--- src/rtl/disp_pkg.sv ---
// Shared definitions for the binary-to-BCD display path: converter state
// encoding, BCD digit width and the BCD register depth derived from word width.
package disp_pkg;

   typedef enum logic [1:0] {
      IDLE  = 2'd0,
      SHIFT = 2'd1,
      DONE  = 2'd2
   } conv_state_t;

   localparam int DIGIT_W = 4;

   // ceil(w * log10(2)) using a fixed-point approximation of log10(2)
   function automatic int bcd_nibbles(input int w);
      return (w * 30103 + 99999) / 100000;
   endfunction

   localparam int BCD_NIBBLES = bcd_nibbles(32);

endpackage

--- src/rtl/bcd_add3.sv ---
// One-nibble double-dabble corrector: a BCD nibble of 5 or more gets +3 so the
// following left shift carries correctly into the next decimal digit.
module bcd_add3
   import disp_pkg::*;
(
   input  logic [DIGIT_W-1:0] nib_in,
   output logic [DIGIT_W-1:0] nib_out
);

   assign nib_out = (nib_in >= 4'd5) ? nib_in + 4'd3 : nib_in;

endmodule

--- src/rtl/bcd_display_conv.sv ---
// Iterative binary-to-BCD converter (shift-and-add-3, one bit per clock) feeding
// the 7-segment multiplexer. Optional macro BCD_CONV_SIGNED_EN: two's-complement input.
module bcd_display_conv
   import disp_pkg::*;
#(
   parameter int DATA_W = 32,
   parameter int DIGITS = 4
) (
   input  logic              clk,
   input  logic              rst,
   input  logic              start,
   input  logic [DATA_W-1:0] bin_in,
   output logic              busy,
   output logic              done,
   output logic [3:0]        ones,
   output logic [3:0]        tens,
   output logic [3:0]        hundreds,
   output logic [3:0]        thousands,
   output logic              overflow,
   output logic              neg
);

   localparam int NIB   = bcd_nibbles(DATA_W);
   localparam int BCD_W = NIB * DIGIT_W;
   localparam int OUT_W = DIGITS * DIGIT_W;
   localparam int CNT_W = $clog2(DATA_W);

   conv_state_t state, state_nxt;

   logic [DATA_W-1:0]     shift_reg;
   logic [BCD_W-1:0]      bcd_reg;
   logic [BCD_W-1:0]      bcd_adj;
   logic [CNT_W-1:0]      bit_cnt;
   logic [BCD_W+DATA_W-1:0] shift_cat;
   logic [OUT_W-1:0]      digits_r;
   logic                  overflow_r;
   logic                  done_r;
   logic                  load, step, finish;

   function automatic logic [DATA_W-1:0] magnitude(input logic [DATA_W-1:0] x);
`ifdef BCD_CONV_SIGNED_EN
      logic signed [DATA_W-1:0] sx;
      sx = x;
      // The most negative value wraps to 2^(DATA_W-1), which is its true magnitude
      return (sx < 0) ? DATA_W'(-sx) : x;
`else
      return x;
`endif
   endfunction

   function automatic logic upper_nonzero(input logic [BCD_W-1:0] b);
      return |b[BCD_W-1:OUT_W];
   endfunction

   function automatic logic [OUT_W-1:0] saturate(input logic [BCD_W-1:0] b,
                                                 input logic ovf);
      return ovf ? {DIGITS{4'd9}} : b[OUT_W-1:0];
   endfunction

   genvar g;
   generate
      for (g = 0; g < NIB; g++) begin : g_add3
         bcd_add3 u_add3 (
            .nib_in  (bcd_reg[g*DIGIT_W +: DIGIT_W]),
            .nib_out (bcd_adj[g*DIGIT_W +: DIGIT_W])
         );
      end
   endgenerate

   assign shift_cat = {bcd_adj, shift_reg} << 1;

   always_ff @(posedge clk or negedge rst) begin
      if (!rst) state <= IDLE;
      else      state <= state_nxt;
   end

   always_comb begin
      state_nxt = state;
      load      = 1'b0;
      step      = 1'b0;
      finish    = 1'b0;
      case (state)
         IDLE: begin
            if (start) begin
               load      = 1'b1;
               state_nxt = SHIFT;
            end
         end
         SHIFT: begin
            step = 1'b1;
            if (bit_cnt == '0) state_nxt = DONE;
         end
         DONE: begin
            finish    = 1'b1;
            state_nxt = IDLE;
         end
         default: state_nxt = IDLE;
      endcase
   end

   assign busy = (state != IDLE);

   // Conversion datapath: capture, then one shift per SHIFT cycle
   always_ff @(posedge clk or negedge rst) begin
      if (!rst) begin
         shift_reg <= '0;
         bcd_reg   <= '0;
         bit_cnt   <= '0;
      end else if (load) begin
         shift_reg <= magnitude(bin_in);
         bcd_reg   <= '0;
         bit_cnt   <= CNT_W'(DATA_W - 1);
      end else if (step) begin
         {bcd_reg, shift_reg} <= shift_cat;
         bit_cnt              <= bit_cnt - CNT_W'(1);
      end
   end

   // Result registers: change only in the done cycle or on reset
   always_ff @(posedge clk or negedge rst) begin
      if (!rst) begin
         digits_r   <= '0;
         overflow_r <= 1'b0;
         done_r     <= 1'b0;
      end else begin
         done_r <= finish;
         if (finish) begin
            overflow_r <= upper_nonzero(bcd_reg);
            digits_r   <= saturate(bcd_reg, upper_nonzero(bcd_reg));
         end
      end
   end

`ifdef BCD_CONV_SIGNED_EN
   logic neg_cap;
   logic neg_r;

   always_ff @(posedge clk or negedge rst) begin
      if (!rst) begin
         neg_cap <= 1'b0;
         neg_r   <= 1'b0;
      end else begin
         if (load)   neg_cap <= bin_in[DATA_W-1];
         if (finish) neg_r   <= neg_cap;
      end
   end

   assign neg = neg_r;
`else
   assign neg = 1'b0;
`endif

   assign done      = done_r;
   assign overflow  = overflow_r;
   assign ones      = digits_r[0*DIGIT_W +: DIGIT_W];
   assign tens      = digits_r[1*DIGIT_W +: DIGIT_W];
   assign hundreds  = digits_r[2*DIGIT_W +: DIGIT_W];
   assign thousands = digits_r[3*DIGIT_W +: DIGIT_W];

endmodule
--- config.mk ---
export PLATFORM = sky130hd
export DESIGN_NAME = bcd_display_conv
export DESIGN_NICKNAME = d
export VERILOG_FILES = /design/src/rtl/disp_pkg.sv /design/src/rtl/bcd_add3.sv /design/src/rtl/bcd_display_conv.sv
export SDC_FILE = /design/constraint.sdc
export NUM_CORES = 1
export LEC_CHECK = 0
export BUFFER_PORTS_ARGS = -buffer_cell sky130_fd_sc_hd__buf_2
export CAP_MARGIN = 20
export CORE_MARGIN = 2
export CORE_UTILIZATION = 44
export CTS_BUF_LIST = sky130_fd_sc_hd__clkbuf_4
export CTS_CLUSTER_DIAMETER = 30
export CTS_CLUSTER_SIZE = 10
export DETAILED_ROUTE_END_ITERATION = 10
export GPL_TIMING_DRIVEN = 0
export PLACE_DENSITY = 0.6
export SLEW_MARGIN = 20
export SYNTH_ARGS = -nofsm -noshare
export SYNTH_HDL_FRONTEND = slang
export SYNTH_SLANG_ARGS = --single-unit
export TNS_END_PERCENT = 50
--- constraint.sdc ---
create_clock -name clk -period 2.7 [get_ports clk]
set_input_delay 0.135 -clock clk [delete_from_list [all_inputs] [get_ports clk]]
set_output_delay 0.135 -clock clk [all_outputs]
set_load 0.03 [all_outputs]
## Word-level counts from Yosys, hierarchy flattened

Cells that the tools add are included.

| word-level totals | value |
|---|---|
| output and inout bits | 20 |
| word-level logic and storage cells | 62 |
| input port bits | 35 |
| register bits | 97 |

| cells by class | value |
|---|---|
| add/subtract/negate cells | 11 |
| order comparisons | 10 |
| eq/ne operators | 4 |
| mux-type cells | 24 |
| reduce and logical (&&, ||, !) cells | 6 |

Operator list:

| cell | number |
|---|---|
| 2-to-1 mux 40 bit | 2 |
| 2-to-1 mux 32 bit | 2 |
| greater-or-equal comparator 4 x 3 -> 1 bit, second input constant | 10 |
| adder 4 x 2 -> 4 bit, second input constant | 9 |
| 2-to-1 mux 4 bit | 9 |
| OR reduction 24 bit | 1 |
| 2-to-1 mux 16 bit | 1 |
| 2-to-1 mux 5 bit | 2 |
| zero test 5 bit | 1 |
| subtractor 5 x 1 -> 5 bit, second input constant | 1 |
| 2-to-1 mux 1 bit | 4 |
| 2-to-1 mux 2 bit | 2 |
| inequality test 2 bit, second input constant | 2 |
| one-hot mux 2 bit (2 select lines) | 1 |
| nonzero test 2 bit | 2 |
| adder 3 x 2 -> 3 bit, second input constant | 1 |
| 2-to-1 mux 3 bit | 1 |
| equality test 2 x 1 -> 1 bit, second input constant | 1 |
| equality test 2 bit, second input constant | 1 |
| zero test 2 bit | 1 |
| AND reduction 2 bit | 1 |

## Logic depth before layout (Yosys ltp)

| depth | value |
|---|---|
| depth after elaboration | 4 |
| depth in mapped cells | 7 |
| mapped depth without buffers | 6 |

## Modules after synthesis

From an unflattened synthesis, not the netlist that was laid out.

| second synthesis, totals | value |
|---|---|
| cell total of the unflattened synthesis | 559 |
| area total of the unflattened synthesis | 5007.3 um2 |

Modules (own cells, without submodules):

| module | area an instance (um2) | instances | seq. area each (um2) | cells each |
|---|---|---|---|---|
| bcd_display_conv | 3993.8 | 1 | 2427.3 | 399 |
| bcd_add3 | 101.3 | 10 | 0.0 | 16 |

## Least setup slack after synthesis

OpenSTA, ideal clock, no wires.

| path | value |
|---|---|
| kind | flip-flop to flip-flop |
| start point | register bcd_reg[36] |
| end point | register digits_r[0] |
| required time | 2.575 ns |
| library setup time | 0.125 ns |
| stages on the path, launching flop included | 8 |
| clock period less this slack | 1.850 ns |
| buffers on the path | 1 |
| arrival | 1.725 ns |
| setup slack | 0.850 ns |
| cells stage by stage | dfrtp_1 -> inv_1 -> ha_1 -> or4b_1 -> nor4b_2 -> and4_1 -> buf_6 -> a21oi_1 |

| between the ends | value |
|---|---|
| longest elaborated chain between the ends | 2 |

Ends and longest elaborated chain:

| what | RTL line | text |
|---|---|---|
| from (decl) | bcd_display_conv.sv:31 | `logic [BCD_W-1:0] bcd_reg;` |
| from (signal assigned) | bcd_display_conv.sv:114 | `{bcd_reg, shift_reg} <= shift_cat;` |
| OR reduction 24 bit | bcd_display_conv.sv:52 | `return \|b[BCD_W-1:OUT_W];` |
| 2-to-1 mux 16 bit | bcd_display_conv.sv:57 | `return ovf ? {DIGITS{4'd9}} : b[OUT_W-1:0];` |
| to (signal assigned) | bcd_display_conv.sv:129 | `digits_r <= saturate(bcd_reg, upper_nonzero(bcd_reg));` |
| to (decl) | bcd_display_conv.sv:35 | `logic [OUT_W-1:0] digits_r;` |

No other way between the ends.
A chain may end at the register's enable or synchronous reset.

## Worst setup path after layout

| path | value |
|---|---|
| start point | register state[0] |
| end point | register shift_reg[28] |

| between the ends | value |
|---|---|
| longest elaborated chain between the ends | 3 |
| elaborated cells between the ends (all ways) | 6 |
| those cells by class | 1 x eq/ne; 3 x mux; 2 x reduce/logical |

Ends and longest elaborated chain:

| what | RTL line | text |
|---|---|---|
| from (decl) | bcd_display_conv.sv:28 | `conv_state_t state, state_nxt;` |
| from (signal assigned) | bcd_display_conv.sv:74 | `else state <= state_nxt;` |
| equality test 2 x 1 -> 1 bit or zero test 2 bit (tied branches) | bcd_display_conv.sv:82 | `case (state)` |
| 2-to-1 mux 1 bit | bcd_display_conv.sv:82 |  |
| nonzero test 2 bit (no source line) or 2-to-1 mux 32 bit (tied branches) | - |  |
| to (signal assigned) | bcd_display_conv.sv:110 | `shift_reg <= magnitude(bin_in);` |
| to (signal assigned) | bcd_display_conv.sv:114 |  |
| to (decl) | bcd_display_conv.sv:30 | `logic [DATA_W-1:0] shift_reg;` |

Several ways; a longest one is shown, not always the timed one.

==> metrics.cfg <==
[logic_synthesis]
synth_cells=470
ys_types=37
async_reset_ff_frac=1.00
ys_seq_area_frac=0.511
syn_area_um2=4750
synth_seq_cells=97
syn_avg_cell_area_um2=10.1
ys_warn_count=0
synth-edff-count=0
synthFlopType=dfrtp_1
syn_nets=532

[placed_design]
place_inst=660
gp_congestion=0.771
port_buffers=53
post-dp-hpwl_um=7500

[global_routing]
grt_pass1_wl_um=19000
grt_antenna_before_repair=0
grt_start_max_net_pins=51
grt.total_usage=0.209
grt_overflow=0
grt_pass1_vias=3944

[timing]
skew_ps=21.3
slew_violations=0
tns_ps=0
min_period_ps=2170
setup-violations-final=0
hold_viol=0
period_share=0.803
clock.fmax_mhz=461
rsz0062_at_grt=false
slew_headroom=0.392
worst_pin_slew_ps=910

[floorplanning]
coreArea_um2=10400
dieArea_um2=11600
num_rows=37
dieHeight_um=108
die_width_um=108
start_util=0.456
io_pins=55

[clock_tree]
cts_tree=built
clock_sinks=97
htreeDepth=3
numCtsBuffers=9
clkLatencyLatePin_ps=460
clock-root-buffer=clkbuf_4
post_cts_buffers=0
clk_pin_slew_ps=170
clockBufferDepth=2

[cells_and_area]
n_fill_cell=952
diodes=0
area_delta_synth_final_pct=20.2
fin_nets=630
regArea_um2=2430
fin_util=0.548
drive_gt1_frac=0.150
stdcell_count=709
layout_common_cells=dfrtp_1, nand2_1, buf_2, o21ai_0, dlygate4sd3_1
largest_register_ff_count=40
multi_input_area_um2=2120
final_common_cell=dfrtp_1

[route]
wl_per_cell_um=16.0
drt_iter0_drc=192
drc_errors=0
viasPerCell=5.32
num_vias=3773
drt_pass1_iterations=4
routed_wl_um=11300
ant_nets=0

[run_status]
status=finished, final reports clean

[job]
max-cap-violations=0

[worst_setup_path]
critPathSlowestCell=clkbuf_1
crit_buf_inv=3
worstPathRequired_ps=3090
cp-end-kind=flip-flop
crit_arrival_ps=2560
critical_path.top_delay_family=buffers and inverters
crit_top_cell=clkbuf_1
worst-path-max-fanout=10
path_cells=nor2b_1 > clkbuf_1 > clkbuf_1 > buf_1 > a22oi_1 > nand2_1
crit_type=reg -> reg
cp-start-kind=flip-flop
slowest_delay_ps=610

[power]
ir_drop_uv=432
power.total_w=0.00556
p_leak_nw=2.59
powerDensity_nw_per_um2=973

[min_path]
hold_class=in -> async

-- Yosys cell counts, types with 2 or more instances --
library cell	instances	area share
and3_1	3	0.0040
buf_2	2	0.0021
dfrtp_1	97	0.51
o22a_1	4	0.0074
nand3_1	29	0.031
xor2_1	9	0.017
a32o_1	10	0.021
xnor2_1	12	0.022
clkbuf_1	20	0.016
nand2_1	76	0.060
a22oi_1	31	0.049
ha_1	27	0.071
o21ai_0	36	0.038
nor2_1	9	0.0071
mux2_2	8	0.019
nor3b_1	2	0.0032
nor4b_1	2	0.0037
a311o_1	2	0.0042
buf_1	3	0.0024
o31ai_1	19	0.030
a22o_1	4	0.0074
nand2b_1	12	0.016
a21oi_1	16	0.017
nor3_1	3	0.0032
inv_1	22	0.017
-- metal layers --
metal | routed length, um | up-vias | part of all wire | global-route usage
met5 | 0 | - | 0 | 0
met4 | 114 | 0 | 0.010 | 0.0531
met3 | 362 | 11 | 0.032 | 0.0412
met2 | 5640 | 56 | 0.50 | 0.367
met1 | 5220 | 1857 | 0.46 | 0.264
li1 | - | 1849 | - | -
-- stage by stage --
stage                     setup WS (ps)  instance area, um^2  hold WS, ps
final                               532                 5710          154
after global routing                305                 5710          169
after CTS                           469                 5710          157
after detailed placement            495                 5220          104
after global placement              474                 5180          344
after floorplan                     850                 4750         -161
-- worst reg2reg max path: stages, from the launching register on --
cell,delay [ps]
dfrtp_1,430
nor2b_1,140
clkbuf_1,260
clkbuf_1,610
buf_1,420
a22oi_1,170
nand2_1,90
-- report_power, final --
| group | switching, W | internal (W) |
|---|---|---|
| sequential | 0.000444 | 0.00198 |
| clock | 0.000524 | 0.000376 |
| combinational | 0.00119 | 0.00104 |
-- final timing paths --
path / startpoint / end / slack, ps / cells past startpoint
max: state[0] / shift_reg[28] / 530 / 6
min: rst / digits_r[14] / 150 / 2
max reg2reg: state[0] / shift_reg[28] / 530 / 6
min reg2reg: bit_cnt[4] / state[1] / 480 / 1
max in group asynchronous: rst / bcd_reg[0] / 1930 / 3
min in group clk: start / shift_reg[2] / 250 / 4
-- layout make-up --
type | instances | area share
Multi-Input combinational cell | 323 | 0.371
Inverter | 23 | 0.0151
Clock inverter | 7 | 0.0164
Clock buffer | 9 | 0.0118
Timing Repair Buffer | 87 | 0.110
Sequential cell | 97 | 0.425
Tap cell | 136 | 0.0298
Buffer | 27 | 0.0202
-- cell families after synthesis --
group | after synthesis | share of synthesized area
AOI/OAI and AO/OA | 122 | 0.174
xor gates and xnor gates | 21 | 0.0387
adders and majority gates | 27 | 0.0711
buffers and inverters | 50 | 0.0424
DFF | 97 | 0.511
muxes | 8 | 0.0190
other | 1 | 0.000790
and+or+nand+nor | 144 | 0.143
-- timing repair --
action,CTS,global route
hold buffers,33,0
endpoints found under the hold margin,89,0
gates resized for setup,0,0
Power figures use the tool's default switching activity.
